File: src/rtl/ddr2_dp_pkg.sv
// Shared definitions for the DDR2 DQ read-capture datapath controllers:
// tap command encodings, default tap geometry and the tap FSM states.
package ddr2_dp_pkg;

  typedef enum logic [1:0] {
    OP_RESET = 2'b00,
    OP_INC   = 2'b01,
    OP_DEC   = 2'b10,
    OP_SET   = 2'b11
  } op_e;

  localparam int TAP_W_DFLT = 6;
  localparam int TAP_MAX    = (1 << TAP_W_DFLT) - 1;

  typedef enum logic [2:0] {
    ST_IDLE,
    ST_RST,
    ST_STEP,
    ST_SETTLE,
    ST_DONE
  } state_e;

endpackage

File: src/rtl/ddr2_idelay_tap_cnt.sv
// Per-bit shadow of one IDELAY tap: saturating up/down counter with a
// synchronous clear. It follows the rst/ce/inc pulses actually sent to the IOB.
module ddr2_idelay_tap_cnt #(
  parameter int TAP_W = 6
) (
  input  logic             clk,
  input  logic             reset0_n,
  input  logic             i_clr,
  input  logic             i_ce,
  input  logic             i_inc,
  output logic [TAP_W-1:0] o_tap,
  output logic             o_at_max,
  output logic             o_at_min
);

  logic [TAP_W-1:0] r_tap;

  // Track the tap: clear on rst pulse, otherwise step on ce without wrapping.
  // NOTE: the tracked tap is async-reset because the IOB delay line is reset
  // by the same event; without it the shadow would disagree with hardware.
  always_ff @(posedge clk or negedge reset0_n) begin
    if (!reset0_n) begin
      r_tap <= '0;
    end else if (i_clr) begin
      r_tap <= '0;
    end else if (i_ce) begin
      // NOTE: non-blocking assignment keeps every register update on the same
      // clock edge, so readers in other always blocks see the old value.
      if (i_inc && !o_at_max) begin
        r_tap <= r_tap + TAP_W'(1);
      end else if (!i_inc && !o_at_min) begin
        r_tap <= r_tap - TAP_W'(1);
      end
    end
  end

  assign o_tap    = r_tap;
  assign o_at_max = (r_tap == '1);
  assign o_at_min = (r_tap == '0);

endmodule

File: src/rtl/ddr2_dq_idelay_tap_ctrl.sv
// DQ input-delay tap sequencer: turns reset/inc/dec/set tap commands from the
// read-calibration logic into single-cycle rst/ce/inc pulse trains for the DQ
// IOBs, keeps a shadow of every bit's tap and flags saturation.
module ddr2_dq_idelay_tap_ctrl
  import ddr2_dp_pkg::*;
#(
  parameter  int DATA_WIDTH = 8,
  parameter  int TAP_W      = TAP_W_DFLT,
  parameter  int SETTLE_CYC = 3,
  localparam int IDX_W      = (DATA_WIDTH > 1) ? $clog2(DATA_WIDTH) : 1
) (
  input  logic                  clk,
  input  logic                  reset0_n,
  input  logic                  cmd_valid,
  output logic                  cmd_ready,
  input  logic [1:0]            cmd_op,
  input  logic                  cmd_all,
  input  logic [IDX_W-1:0]      cmd_bit,
  input  logic [TAP_W-1:0]      cmd_taps,
  output logic                  busy,
  output logic                  done,
  output logic                  err,
  output logic [DATA_WIDTH-1:0] data_idelay_rst,
  output logic [DATA_WIDTH-1:0] data_idelay_ce,
  output logic [DATA_WIDTH-1:0] data_idelay_inc,
  output logic [DATA_WIDTH-1:0] delay_enable,
  input  logic [IDX_W-1:0]      tap_rd_bit,
  output logic [TAP_W-1:0]      tap_rd_value
);

  // Settle counter holds SETTLE_CYC-1 down to 0.
  localparam int SET_W = (SETTLE_CYC > 1) ? $clog2(SETTLE_CYC) : 1;

  state_e                r_state;
  op_e                   r_op;
  logic [DATA_WIDTH-1:0] r_mask;
  logic [TAP_W-1:0]      r_steps;
  logic [SET_W-1:0]      r_settle;
  logic                  r_sticky;
  logic                  r_cmd_ready;
  logic                  r_busy;
  logic                  r_done;
  logic                  r_err;
  logic [DATA_WIDTH-1:0] r_rst;
  logic [DATA_WIDTH-1:0] r_ce;
  logic [DATA_WIDTH-1:0] r_inc;
  logic [DATA_WIDTH-1:0] r_den;

  op_e                   w_cmd_op;
  logic [DATA_WIDTH-1:0] w_cmd_mask;
  logic                  w_cmd_oor;
  logic [DATA_WIDTH-1:0] w_at_max;
  logic [DATA_WIDTH-1:0] w_at_min;
  logic [TAP_W-1:0]      w_tap [DATA_WIDTH];
  logic [DATA_WIDTH-1:0] w_acc_lim;
  logic [DATA_WIDTH-1:0] w_acc_go;
  logic                  w_acc_sat;
  logic [DATA_WIDTH-1:0] w_run_lim;
  logic [DATA_WIDTH-1:0] w_run_go;
  logic                  w_run_sat;

  assign w_cmd_op = op_e'(cmd_op);

  // Decode the target mask; an out-of-range single bit targets nothing.
  // NOTE: every output of this block gets a default first, so no path leaves
  // a value unassigned and no latch is inferred.
  always_comb begin
    w_cmd_mask = '0;
    w_cmd_oor  = 1'b0;
    if (cmd_all) begin
      w_cmd_mask = '1;
    end else if (32'(cmd_bit) < 32'(DATA_WIDTH)) begin
      w_cmd_mask = DATA_WIDTH'(1) << cmd_bit;
    end else begin
      w_cmd_oor = 1'b1;
    end
  end

  // Bits at their limit in the step direction get no ce pulse. The first step
  // of INC/DEC is decided in the acceptance cycle from the incoming fields.
  assign w_acc_lim = (w_cmd_op == OP_DEC) ? w_at_min : w_at_max;
  assign w_acc_go  = w_cmd_mask & ~w_acc_lim;
  assign w_acc_sat = |(w_cmd_mask & w_acc_lim);
  assign w_run_lim = (r_op == OP_DEC) ? w_at_min : w_at_max;
  assign w_run_go  = r_mask & ~w_run_lim;
  assign w_run_sat = |(r_mask & w_run_lim);

  // Command sequencer: acceptance, RST pulse, STEP/SETTLE loop, DONE pulse.
  always_ff @(posedge clk or negedge reset0_n) begin
    if (!reset0_n) begin
      r_state     <= ST_IDLE;
      r_op        <= OP_RESET;
      r_mask      <= '0;
      r_steps     <= '0;
      r_settle    <= '0;
      r_sticky    <= 1'b0;
      r_cmd_ready <= 1'b1;
      r_busy      <= 1'b0;
      r_done      <= 1'b0;
      r_err       <= 1'b0;
      r_rst       <= '0;
      r_ce        <= '0;
      r_inc       <= '0;
      r_den       <= '0;
    end else begin
      // Pulse outputs are high for exactly one cycle unless re-armed below.
      r_rst  <= '0;
      r_ce   <= '0;
      r_inc  <= '0;
      r_done <= 1'b0;
      case (r_state)
        ST_IDLE: begin
          if (cmd_valid) begin
            r_op        <= w_cmd_op;
            r_mask      <= w_cmd_mask;
            r_sticky    <= w_cmd_oor;
            r_steps     <= cmd_taps;
            r_cmd_ready <= 1'b0;
            r_busy      <= 1'b1;
            if (w_cmd_op == OP_RESET || w_cmd_op == OP_SET) begin
              r_state <= ST_RST;
              r_rst   <= w_cmd_mask;
            end else if (cmd_taps == '0) begin
              r_state <= ST_DONE;
              r_done  <= 1'b1;
              r_err   <= w_cmd_oor;
            end else begin
              r_state  <= ST_STEP;
              r_ce     <= w_acc_go;
              r_inc    <= (w_cmd_op == OP_INC) ? w_acc_go : '0;
              r_sticky <= w_cmd_oor | w_acc_sat;
              r_steps  <= cmd_taps - TAP_W'(1);
            end
          end
        end
        ST_RST: begin
          if (r_op == OP_RESET) begin
            r_den   <= r_den & ~r_mask;
            r_state <= ST_DONE;
            r_done  <= 1'b1;
            r_err   <= r_sticky;
          end else if (r_steps == '0) begin
            r_den   <= r_den | r_mask;
            r_state <= ST_DONE;
            r_done  <= 1'b1;
            r_err   <= r_sticky;
          end else begin
            // Targets were just cleared to tap 0, so none can be at the top.
            r_state <= ST_STEP;
            r_ce    <= r_mask;
            r_inc   <= r_mask;
            r_steps <= r_steps - TAP_W'(1);
          end
        end
        ST_STEP: begin
          r_state  <= ST_SETTLE;
          r_settle <= SET_W'(SETTLE_CYC - 1);
        end
        ST_SETTLE: begin
          if (r_settle != '0) begin
            r_settle <= r_settle - SET_W'(1);
          end else if (r_steps != '0) begin
            r_state  <= ST_STEP;
            r_ce     <= w_run_go;
            r_inc    <= (r_op == OP_DEC) ? '0 : w_run_go;
            r_sticky <= r_sticky | w_run_sat;
            r_steps  <= r_steps - TAP_W'(1);
          end else begin
            if (r_op == OP_SET) begin
              r_den <= r_den | r_mask;
            end
            r_state <= ST_DONE;
            r_done  <= 1'b1;
            r_err   <= r_sticky;
          end
        end
        ST_DONE: begin
          r_state     <= ST_IDLE;
          r_busy      <= 1'b0;
          r_cmd_ready <= 1'b1;
          r_err       <= 1'b0;
        end
        default: begin
          r_state     <= ST_IDLE;
          r_busy      <= 1'b0;
          r_cmd_ready <= 1'b1;
        end
      endcase
    end
  end

  // One shadow tap counter per DQ bit, driven by the pulses sent to the IOB.
  for (genvar g = 0; g < DATA_WIDTH; g++) begin : g_tap
    ddr2_idelay_tap_cnt #(
      .TAP_W (TAP_W)
    ) u_tap_cnt (
      .clk      (clk),
      .reset0_n (reset0_n),
      .i_clr    (r_rst[g]),
      .i_ce     (r_ce[g]),
      .i_inc    (r_inc[g]),
      .o_tap    (w_tap[g]),
      .o_at_max (w_at_max[g]),
      .o_at_min (w_at_min[g])
    );
  end

  // Tap readback mux; an unused select value reads as tap 0.
  always_comb begin
    tap_rd_value = '0;
    for (int i = 0; i < DATA_WIDTH; i++) begin
      if (32'(tap_rd_bit) == 32'(i)) begin
        tap_rd_value = w_tap[i];
      end
    end
  end

  assign cmd_ready       = r_cmd_ready;
  assign busy            = r_busy;
  assign done            = r_done;
  assign err             = r_err;
  assign data_idelay_rst = r_rst;
  assign data_idelay_ce  = r_ce;
  assign data_idelay_inc = r_inc;
  assign delay_enable    = r_den;

endmodule

File: config.mk
export PLATFORM = sky130hd
export DESIGN_NAME = ddr2_dq_idelay_tap_ctrl
export DESIGN_NICKNAME = d
export VERILOG_FILES = /design/src/rtl/ddr2_dp_pkg.sv /design/src/rtl/ddr2_idelay_tap_cnt.sv /design/src/rtl/ddr2_dq_idelay_tap_ctrl.sv
export SDC_FILE = /design/constraint.sdc
export NUM_CORES = 1
export LEC_CHECK = 0
export BUFFER_PORTS_ARGS = -buffer_cell sky130_fd_sc_hd__buf_4
export CAP_MARGIN = 20
export CORE_UTILIZATION = 40
export DETAILED_ROUTE_END_ITERATION = 10
export PLACE_DENSITY = 0.62
export SETUP_SLACK_MARGIN = 0.15
export SLEW_MARGIN = 20
export SYNTH_ARGS = -nofsm -noshare
export SYNTH_HDL_FRONTEND = slang
export SYNTH_SLANG_ARGS = --single-unit
File: constraint.sdc
create_clock -name clk -period 2.9 [get_ports clk]
set_input_delay 0.58 -clock clk [delete_from_list [all_inputs] [get_ports clk]]
set_output_delay 0.58 -clock clk [all_outputs]
set_load 0.005 [all_outputs]
* Yosys cells after proc, flatten, opt, wreduce, memory -nomap -nowiden
Cells that the tools add are included.
Storage, ports and cells: bits of input ports 18, flip-flop bits (word level) 106
Cells by class: shift-type cells 1, add/sub/neg operators 19, bitwise gates (word level) 11, reduce and logical (&&, ||, !) cells 97, equality and inequality tests 35, mux-type cells 112
Operators with widths (number):
- 6-bit 2-to-1 mux | 47
- 8-bit 2-to-1 mux | 25
- 6-bit zero test | 10
- 6-bit by 1-bit subtractor with 6-bit output, second input constant | 10
- 6-bit by 1-bit adder with 6-bit output, second input constant | 8
- 6-bit == test, second input constant | 8
- 8-bit one-hot mux with 3 select lines | 2
- 8-bit bitwise AND | 5
- 3-bit nonzero test | 9
- 1-bit zero test | 24
- 8-bit NOT | 3
- 2-bit AND reduction | 12
- 2-bit nonzero test | 12
- 1-bit 2-to-1 mux | 21
- 3-bit 2-to-1 mux | 7
- 2-bit != test, second input constant | 10
- 6-bit one-hot mux with 3 select lines | 1
- 1-bit logical AND | 16
- 8-bit one-hot mux with 2 select lines | 1
- 8-bit OR reduction | 2
- 3-bit == test, second input constant | 5
- 3-bit by 2-bit == test with 1-bit output, second input constant | 4
- 3-bit one-hot mux with 4 select lines | 1
- 2-bit == test, second input constant | 4
- 23 further kinds | 28

* Longest topological paths before layout
Gate-level depths: netlist (run 1).
depth after elaboration 9, mapped depth 11, mapped depth without buffers 11

* Cells and area by module
Synthesis (run 1) repeated with hierarchy kept, for this count alone.
Second synthesis, totals: cell total of the unflattened synthesis 888, area total of the unflattened synthesis 8162.8 um^2
Modules (own cells, without submodules):
- ddr2_idelay_tap_cnt | times used 8, cells each 62, area each 563.0 um^2
- ddr2_dq_idelay_tap_ctrl | times used 1, cells each 392, area each 3658.5 um^2

* Least setup slack after synthesis (run 1)
OpenSTA, ideal clock, no wires.
path kind register to register, from register g_tap[4].u_tap_cnt.r_tap[1], to register g_tap[4].u_tap_cnt.r_tap[5], required time 2.822 ns, arrival 2.410 ns, period minus slack after synthesis 2.487 ns, stages on the path, launching flop included 10, slack 0.413 ns, path through dfrtp_1 -> nand4_1 -> o21ai_0 -> ha_1 -> a21o_1 -> a21oi_1 -> o21ai_0 -> xnor2_1 -> or3_1 -> a21oi_1
On the way: word-level cells in the longest chain between the ends 6, elaborated cells on any way between the ends 14, those cells by class add/sub: 2; eq/ne: 1; mux: 4; reduce/logical: 7
RTL lines:
- start, declared | line ddr2_idelay_tap_cnt.sv:16 | logic [TAP_W-1:0] r_tap;
- start signal, assigned | line ddr2_idelay_tap_cnt.sv:30 | r_tap <= r_tap + TAP_W'(1);
- start signal, assigned | line ddr2_idelay_tap_cnt.sv:32 | r_tap <= r_tap - TAP_W'(1);
- parallel branches: the longest is 6 deep, another holds 6-bit by 1-bit subtractor with 6-bit output
Several ways; the timed one is not identified. The select of a mux whose other input is x is not followed. A chain may end at the register's enable or synchronous reset.

* Worst setup path in the final report (run 1)
from register g_tap[0].u_tap_cnt.r_tap[0], to register g_tap[0].u_tap_cnt.r_tap[5]
On the way: word-level cells in the longest chain between the ends 6, elaborated cells on any way between the ends 14, those cells by class add/sub: 2; eq/ne: 1; mux: 4; reduce/logical: 7
RTL lines (line):
- start, declared | ddr2_idelay_tap_cnt.sv:16
- start signal, assigned | ddr2_idelay_tap_cnt.sv:30
- start signal, assigned | ddr2_idelay_tap_cnt.sv:32
- parallel branches: the longest is 6 deep, another holds 6-bit by 1-bit subtractor with 6-bit output
Several ways; the timed one is not identified. The select of a mux whose other input is x is not followed.

==> results of run 1 <==
==> metrics by stage <==
stage	cell area [sq um]	total power, mW
floorplan	7283	6.143
global placement	7906	7.375
detailed placement	7906	7.420
CTS	8234	8.818
global route	8242	9.591
finish	8242	8.784
==> worst max-delay path, cell delays in order (launching register included) <==
cell,delay [ps]
dfrtp_1,430
nand4_1,150
or2_2,320
nand2_1,210
ha_1,270
a21o_2,200
a21oi_1,210
o21ai_0,150
xor2_1,190
a21oi_1,90
a31o_2,240
==> path summary, 6_finish.rpt <==
kind / slack, ps / end / depth (start not counted)
worst max register to register: 320 / g_tap[0].u_tap_cnt.o_tap[5] / 10
worst min-delay path: 220 / g_tap[4].u_tap_cnt.o_tap[3] / 1
worst max-delay path: 320 / g_tap[0].u_tap_cnt.o_tap[5] / 10
min in group clk: 480 / r_settle[0] / 1
max in group asynchronous: 2010 / g_tap[7].u_tap_cnt.o_tap[2] / 2
worst min register to register: 480 / r_settle[0] / 1
==> cells by family after synthesis <==
family          count (synthesis)  share of synthesized area [%]
fa+ha+maj                      45                          8.555
simple gates                  222                          14.52
mux                            50                          9.260
buf+inv                       109                          7.181
compound gates                223                          19.36
xor+xnor                       39                          4.690
flops                         106                          36.44
==> per-layer routing <==
layer / wire [um] / vias up / GRT usage [%]
li1: - / 2932 / -
met2: 8234 / 177 / 32.10
met1: 8780 / 2895 / 31.15
met4: 266 / 0 / 6.044
met5: 0 / - / 0
met3: 1244 / 22 / 3.741
==> state kept, by name (all words and copies together), names as in the netlist, named ones only <==
name                   count
done                       1
cmd_ready                  1
g_tap.u_tap_cnt.o_tap     48
data_idelay_inc            8
busy                       1
r_steps                    6
err                        1
r_sticky                   1
data_idelay_ce             8
r_mask                     8
r_settle                   2
r_state                    3
data_idelay_rst            8
r_op                       2
==> cells in the final DEF (no fill, tap or decap), drive strengths merged, types with 7 or more instances in the layout <==
master    n
o31ai     7
mux4     13
a31oi     7
buf      83
fa        8
a21o     27
ha       37
xnor2    34
nand3     9
nor3     27
nor2     82
nand2    44
nand4    10
o21ai    55
nand2b    9
or4       7
dfrtp   105
a22o     10
nor4      9
inv      62
mux2      9
mux2i    28
a21oi    72
clkbuf   11
a41oi     8
==> area by class of cell <==
type / count / area, sq um / share of cell area (%)
tap: 225 / 281.5 / 3.416
clock inverter: 5 / 85.08 / 1.032
inverter: 61 / 229.0 / 2.778
sequential: 106 / 2654 / 32.20
clock buffer: 11 / 242.7 / 2.945
multi-input combinational: 579 / 4114 / 49.92
timing repair buffer: 83 / 635.6 / 7.712
==> power breakdown <==
| part | internal (mW) | leakage (nW) | switching (mW) |
|---|---|---|---|
| logic | 2.25 | 2.39 | 2.30 |
| registers | 2.07 | 1.33 | 0.806 |
| clock network | 0.786 | 0.156 | 0.575 |
| total | 5.11 | 3.88 | 3.68 |
==> timing repair <==
action,in CTS,in global routing
hold endpoints to repair,0,0
resized for setup,0,3
setup endpoints to repair,0,2
==> impl_metrics.toml, run 1 <==
[grt]
grtUsageTotal_pct = 21.32
grt_start_max_net_pins = 44
grt_pass1_wl_um = 30340
antenna_found_initial = 0
grt_remaining_overflow = 0
grt_pass1_vias = 5579

[synth]
yosys.area.top_type_share_pct = 36.08
async_flop_share_pct = 100.0
yosysMostFrequentCell = "dfrtp_1"
synth_flop_cell = "dfrtp_1"
synth_nets = 857
yosysUniqueCellTypes = 64
yosys.area.top_type = "dfrtp_1"
ys_warn_count = 0
synth_common_cells = "dfrtp_1 (105), nor2_1 (82), a21oi_1 (72)"
synth_edf_count = 0
syn_area_sq_mm = 0.007283
syn_inst = 794
synth-seq-cells = 106
yosys-top-cells-area = "dfrtp_1 (36%), ha_1 (6.4%), a21oi_1 (4.9%), nor2_1 (4.2%), xnor2_1 (4.1%)"
seq_area_frac_synth_pct = 36.44
syn_area_per_cell_sq_um = 9.173

[critical_path]
timing_worst_setup_path_type = "reg -> reg"
crit_required_ps = 3150
worstPathArrival_ps = 2820
reg2reg_from = "g_tap[0].u_tap_cnt.o_tap[0]"
startpoint_type = "flip-flop"
startpoint = "g_tap[0].u_tap_cnt.o_tap[0]"
worstSetupEndpointType = "flip-flop"
cp_max_fo = 6

[final_layout]
stdcell_count = 1070
areaGrowthSynthToFinish_pct = 13.16
drive_above_1_share_pct = 15.98
diodes = 0
fillCellCount = 1721
nets = 903
final_util_pct = 47.00

[die]
rows = 48
core_area_sq_mm = 0.01754
start_util_pct = 41.53
die_w_um = 136.9
io_pins = 60
die_area_sq_mm = 0.01875
die_h_um = 136.9

[clock_tree]
cts.htree.levels = 3
clk_path_buf_depth = 2
clockRootBuffer = "clkbuf_16"
cts_setup_buffers = 0
cts_tree = "yes"
clock-sinks = 106
clock_latency_ps = 360
path_clk_slew_ps = 70
ctsHoldBuffers = 0
cts_buffers = 9

[timing]
whs_ps = 222.2
slew_violations = 0
rsz0062_at_grt = "no"
hold_viol = 0
setup_violations = 0
period_share_pct = 88.84
relSlewSlack_pct = 42.93
skew_ps = 7.456
finalSetupTns_ps = 0
period_minus_slack_ps = 2576
fmax_mhz = 388.1
layout_setup_ws_ps = 323.6
tightest_slew_ps = 856.0

[place]
place_ws_ps = 333.1
dp_hpwl_um = 14190
portBuffers = 59
dp_cells = 1054
gp_congestion = 0.8803

[drt]
drc = 0
wl_per_cell_um = 17.31
ant_nets = 0
drt_iter0_markers = 481
routed_via_density = 5.632
first_pass_iters = 5
dr_total_vias = 6026
routed_wl_um = 18530

[pwr]
cellPowerDensity_mw_per_mm2 = 1066
max-vdd-ir-drop_mv = 0.4299
p_leak_nw = 3.883

[status]
outcome = "finished, final reports clean"

[worst_hold_path]
hold_class = "in -> async"

[run]
drv_cap = 0
Power figures use the tool's default switching activity.
==> inputs of run 2 (changes only) <==
--- a/config.mk
+++ b/config.mk
@@ -7,9 +7,11 @@
 export LEC_CHECK = 0
 export BUFFER_PORTS_ARGS = -buffer_cell sky130_fd_sc_hd__buf_4
 export CAP_MARGIN = 20
+export CELL_PAD_IN_SITES_DETAIL_PLACEMENT = 1
+export CELL_PAD_IN_SITES_GLOBAL_PLACEMENT = 1
 export CORE_UTILIZATION = 40
 export DETAILED_ROUTE_END_ITERATION = 10
-export PLACE_DENSITY = 0.62
+export PLACE_DENSITY = 0.75
 export SETUP_SLACK_MARGIN = 0.15
 export SLEW_MARGIN = 20
 export SYNTH_ARGS = -nofsm -noshare
==> run 2 against run 1 <==
Compared with the run above:
- sequential power about the same
- sequential share of layout area rose by 0.30 points
- non-clock buffer count down 2
- first-iteration DRC count is 7.7% lower
- sequential cell count stayed put
- hold slack got worse by 37 ps
- cell count fell by 0.28%
- worst setup slack got worse by 110 ps
==> impl_metrics.toml, run 2 (synthesis results as in run 1) <==
[clock_tree]
clk_path_buf_depth = 2
path_clk_slew_ps = 70
clock_latency_ps = 370
cts_buffers = 9
cts.htree.levels = 3
clockRootBuffer = "clkbuf_16"
cts_tree = "yes"
ctsHoldBuffers = 0
cts_setup_buffers = 0
clock-sinks = 106

[place]
dp_cells = 1052
gp_congestion = 0.9290
portBuffers = 59
dp_hpwl_um = 16780

[critical_path]
worstSetupEndpointType = "flip-flop"
timing_worst_setup_path_type = "reg -> reg"
cp_num_buf_inv = 0
cp_max_fo = 6
startpoint_type = "flip-flop"
worstPathArrival_ps = 2940
crit_family = "compound AO/OA/AOI/OAI gates"
cp_common_cell = "a21oi_1"
max_stage_delay_ps = 440
path_cells = "nand4_1 -> or2_2 -> nand2_2 -> ha_1 -> a21o_2 -> a21oi_1 -> o21ai_0 -> xor2_1 -> a21oi_1 -> a31o_2"
cpMaxStageDelayCell = "dfrtp_1"
crit_required_ps = 3160

[die]
die_area_sq_mm = 0.01875
start_util_pct = 41.53
core_area_sq_mm = 0.01754
io_pins = 60
rows = 48
die_w_um = 136.9
die_h_um = 136.9

[timing]
skew_ps = 7.167
fmax_mhz = 372.9
hold_viol = 0
period_share_pct = 92.47
tightest_slew_ps = 917.6
relSlewSlack_pct = 38.82
setup_violations = 0
rsz0062_at_grt = "yes"
slew_violations = 0
finalSetupTns_ps = 0
period_minus_slack_ps = 2682

[drt]
wl_met3_um = 1207
ant_nets = 0
drt_iter0_markers = 444
wl_met2_um = 10390
top_layer = "met4"
first_pass_iters = 5
wl_met1_um = 9869
dr_total_vias = 6267
routed_via_density = 5.873
drc = 0
wl_per_cell_um = 20.45
routed_wl_um = 21820

[grt]
grtUsageTotal_pct = 24.93
grt_pass1_wl_um = 35670
grt_pass1_vias = 6592
grt_remaining_overflow = 0
grt_start_max_net_pins = 48
antenna_found_initial = 0

[pwr]
cellPowerDensity_mw_per_mm2 = 1088
max-vdd-ir-drop_mv = 0.4521
p_leak_nw = 3.838

[final_layout]
drive_above_1_share_pct = 16.15
final_cell_mix = "dfrtp_1 (103), nor2_1 (82), buf_4 (80), a21oi_1 (70), inv_1 (61)"
nets = 901
fillCellCount = 2050
diodes = 0
final_common_cell = "dfrtp_1"
areaGrowthSynthToFinish_pct = 12.21
largest_register_ff_count = 48
stdcell_count = 1067
final_util_pct = 46.60

[worst_hold_path]
hold_class = "in -> async"

[status]
outcome = "finished, final reports clean"

[run]
drv_cap = 0
[run 2: worst paths after layout]
check | start | end | slack [ps] | depth (start not counted)
setup reg to reg | g_tap[0].u_tap_cnt.o_tap[1] | g_tap[0].u_tap_cnt.o_tap[5] | 220 | 10
hold reg to reg | cmd_ready | cmd_ready | 490 | 2
hold / removal | reset0_n | g_tap[5].u_tap_cnt.o_tap[1] | 190 | 1
setup / recovery | g_tap[0].u_tap_cnt.o_tap[1] | g_tap[0].u_tap_cnt.o_tap[5] | 220 | 10
min in group clk | cmd_ready | cmd_ready | 490 | 2
max in group asynchronous | reset0_n | cmd_ready | 1890 | 2
[run 2: routing by layer]
layer / GRT usage [%] / vias up
li1: - / 2914
met1: 32.72 / 3165
met2: 41.27 / 161
met3: 5.852 / 27
met4: 5.983 / 0
met5: 0 / -
[run 2: power by group]
| part | switching, mW | internal, mW | leakage (nW) |
|---|---|---|---|
| sequential | 0.840 | 2.07 | 1.33 |
| combinational | 2.55 | 2.27 | 2.39 |
| clock | 0.589 | 0.581 | 0.122 |
[run 2: per-stage QoR]
stage | setup slack (ps) | area [sq um] | power (mW) | hold slack (ps)
2_1_floorplan | 412.8 | 7283 | 6.143 | 284.4
3_3_place_gp | 349.0 | 7891 | 7.351 | 466.2
3_5_place_dp | 247.9 | 7891 | 7.683 | 481.9
4_1_cts | 187.2 | 8153 | 8.904 | 208.9
5_1_grt | 102.7 | 8173 | 9.646 | 212.5
6_report | 218.2 | 8173 | 8.896 | 185.7
[run 2: final cells by class]
class / instances / area, sq um / share of cell area (%)
Timing Repair Buffer: 81 / 620.6 / 7.593
Inverter: 61 / 229.0 / 2.802
Multi-Input combinational cell: 579 / 4124 / 50.46
Clock buffer: 11 / 232.7 / 2.848
Clock inverter: 4 / 28.78 / 0.3521
Sequential cell: 106 / 2656 / 32.50
Tap cell: 225 / 281.5 / 3.445
[run 2: repair_timing]
| action | 4_1_cts | 5_1_grt |
|---|---|---|
| hold endpoints to repair | 0 | 0 |
| endpoints found under the setup margin | 0 | 5 |
| gates resized for setup | 0 | 8 |
[run 2: worst reg2reg max path, delay by kind of cell (launching register included)]
kind | cells | cell delay, ps
compound gates | 5 | 940
xor+xnor | 1 | 260
simple gates | 3 | 690
flops | 1 | 440
fa+ha+maj | 1 | 250
==> inputs of run 3 (changes only) <==
--- a/config.mk
+++ b/config.mk
@@ -10,6 +10,7 @@
 export CELL_PAD_IN_SITES_DETAIL_PLACEMENT = 1
 export CELL_PAD_IN_SITES_GLOBAL_PLACEMENT = 1
 export CORE_UTILIZATION = 40
+export CTS_CLUSTER_DIAMETER = 150
 export DETAILED_ROUTE_END_ITERATION = 10
 export PLACE_DENSITY = 0.75
 export SETUP_SLACK_MARGIN = 0.15
==> constraint.sdc (replaced) <==
create_clock -name clk -period 2.9 [get_ports clk]
set_input_delay 0.145 -clock clk [delete_from_list [all_inputs] [get_ports clk]]
set_output_delay 0.145 -clock clk [all_outputs]
set_load 0.005 [all_outputs]
==> run 3 against run 2 <==
Compared with the run above:
- clock skew grew 1.6 ps
- total power grew 4.2%
- non-clock buffer count fell by 2
- register-to-register slack hardly changed
- via count rose by 0.61%
- hold slack got worse by 110 ps
- utilization rose by 0.50 points
- clock power grew 30%
- global-route usage is 0.32 points higher
- sequential share of layout area decreased by 0.28 points
- critical path type unchanged
- critical endpoint unchanged
- design area grew 1.1%
- maximum frequency grew 0.20%
==> impl_metrics.toml, run 3 (synthesis results as in run 1) <==
[timing]
fmax_mhz = 373.6
finalSetupTns_ps = 0
rsz0062_at_grt = "yes"
hold_viol = 0
period_minus_slack_ps = 2676
tightest_slew_ps = 890.9
period_share_pct = 92.29
skew_ps = 8.747
slew_violations = 0
relSlewSlack_pct = 40.60
whs_ps = 77.00
setup_violations = 0

[critical_path]
path_cells = "nand4_1 -> or2_2 -> nand2_2 -> ha_1 -> a21o_2 -> a21oi_2 -> o21ai_0 -> xor2_1 -> a21oi_1 -> a31o_2"
startpoint_type = "flip-flop"
timing_worst_setup_path_type = "reg -> reg"
max_stage_delay_ps = 440
crit_family = "compound AO/OA/AOI/OAI gates"
crit_required_ps = 3150
cp_num_buf_inv = 0
cpMaxStageDelayCell = "dfrtp_1"
worstPathArrival_ps = 2930
cp_max_fo = 6
worstSetupEndpointType = "flip-flop"

[final_layout]
drive_above_1_share_pct = 16.29
final_cell_mix = "dfrtp_1 (99), nor2_1 (82), buf_4 (77), a21oi_1 (71), inv_1 (61)"
stdcell_area_sq_mm = 0.008260
diodes = 0
areaGrowthSynthToFinish_pct = 13.42
final_common_cell = "dfrtp_1"
final_util_pct = 47.10
fillCellCount = 2042
nets = 899
largest_register_ff_count = 48

[clock_tree]
clockRootBuffer = "clkbuf_16"
path_clk_slew_ps = 70
cts_buffers = 9
cts_tree = "yes"
clock_latency_ps = 360
clock-sinks = 106
clk_path_buf_depth = 2
cts.htree.levels = 3

[drt]
first_pass_iters = 5
routed_wl_um = 22260
ant_nets = 0
drt_iter0_markers = 317
routed_via_density = 5.915
drc = 0
wl_per_cell_um = 20.88
dr_total_vias = 6305

[pwr]
p_sw_share_pct = 43.23
power_frac_comb_pct = 51.8
power.internal_mw = 5.263
seqPwrFrac_pct = 31.8
cellPowerDensity_mw_per_mm2 = 1122
p_switching_mw = 4.007
max-vdd-ir-drop_mv = 0.4562
p_leak_nw = 3.868
clkPwrFrac_pct = 16.4

[die]
die_w_um = 136.9
start_util_pct = 41.53
die_h_um = 136.9
rows = 48
die_area_sq_mm = 0.01875
io_pins = 60
core_area_sq_mm = 0.01754

[grt]
grt_start_max_net_pins = 64
grt_pass1_vias = 6621
grt_pass1_wl_um = 35920
antenna_found_initial = 0
grtUsageTotal_pct = 25.25
grt_remaining_overflow = 0

[place]
gp_congestion = 0.8941
portBuffers = 59
dp_hpwl_um = 16750
placement.cell_area_sq_mm = 0.007869

[status]
outcome = "finished, final reports clean"

[run]
drv_cap = 0

[worst_hold_path]
hold_class = "in -> reg"
==> run 3: final cells by class <==
cell class / instances / area [sq um] / share of cell area, %
Multi-Input combinational cell: 579 / 4120 / 49.88
Timing Repair Buffer: 79 / 608.1 / 7.361
Tap cell: 225 / 281.5 / 3.408
Clock buffer: 11 / 232.7 / 2.817
Inverter: 61 / 229.0 / 2.772
Sequential cell: 106 / 2661 / 32.22
Clock inverter: 5 / 127.6 / 1.545
==> run 3: path summary, 6_finish.rpt <==
check	endpoint	start	cells after the start	slack, ps
worst max-delay path	g_tap[0].u_tap_cnt.o_tap[5]	g_tap[0].u_tap_cnt.o_tap[2]	10	220
worst min-delay path	r_op[0]	cmd_op[0]	3	80
worst max register to register	g_tap[0].u_tap_cnt.o_tap[5]	g_tap[0].u_tap_cnt.o_tap[2]	10	220
worst min register to register	cmd_ready	cmd_ready	2	490
max in group asynchronous	cmd_ready	reset0_n	3	1770
min in group asynchronous	g_tap[5].u_tap_cnt.o_tap[4]	reset0_n	2	330
==> run 3: what timing repair did <==
action,CTS,global route
resized for setup,1,11
setup endpoints to repair,1,5
buffers inserted,0,0
hold buffers,1,0
endpoints found under the hold margin,43,0
==> run 3: power by group through the flow <==
| stage | Sequential (mW) | Clock [mW] | Combinational (mW) |
|---|---|---|---|
| floorplan | 2.60 | 0 | 3.55 |
| global placement | 2.88 | 0 | 4.41 |
| detailed placement | 2.94 | 0 | 4.74 |
| CTS | 2.92 | 1.55 | 4.81 |
| global route | 3.05 | 1.60 | 5.36 |
| finish | 2.95 | 1.52 | 4.80 |
==> run 3: through the flow <==
stage,cells,power [mW],setup WS (ps)
5_1_grt,1066,9.998,139.3
6_report,1066,9.270,223.5
3_3_place_gp,1049,7.286,398.9
3_5_place_dp,1049,7.676,170.6
2_1_floorplan,794,6.143,412.8
4_1_cts,1066,9.279,177.1
==> run 3: layer usage <==
layer | vias to the layer above | global-route usage [%] | wire, um
met5 | - | 0 | 0
met4 | 0 | 7.387 | 338
met3 | 24 | 4.296 | 1024
met2 | 138 | 43.43 | 11190
met1 | 3218 | 32.32 | 9700
li1 | 2925 | - | -
==> run 3: worst reg2reg max path, cell delays in order (launching register included) <==
cell and delay [ps]:
dfrtp_1 440, nand4_1 190, or2_2 350, nand2_2 160, ha_1 260, a21o_2 220
a21oi_2 190, o21ai_0 150, xor2_1 230, a21oi_1 120, a31o_2 260
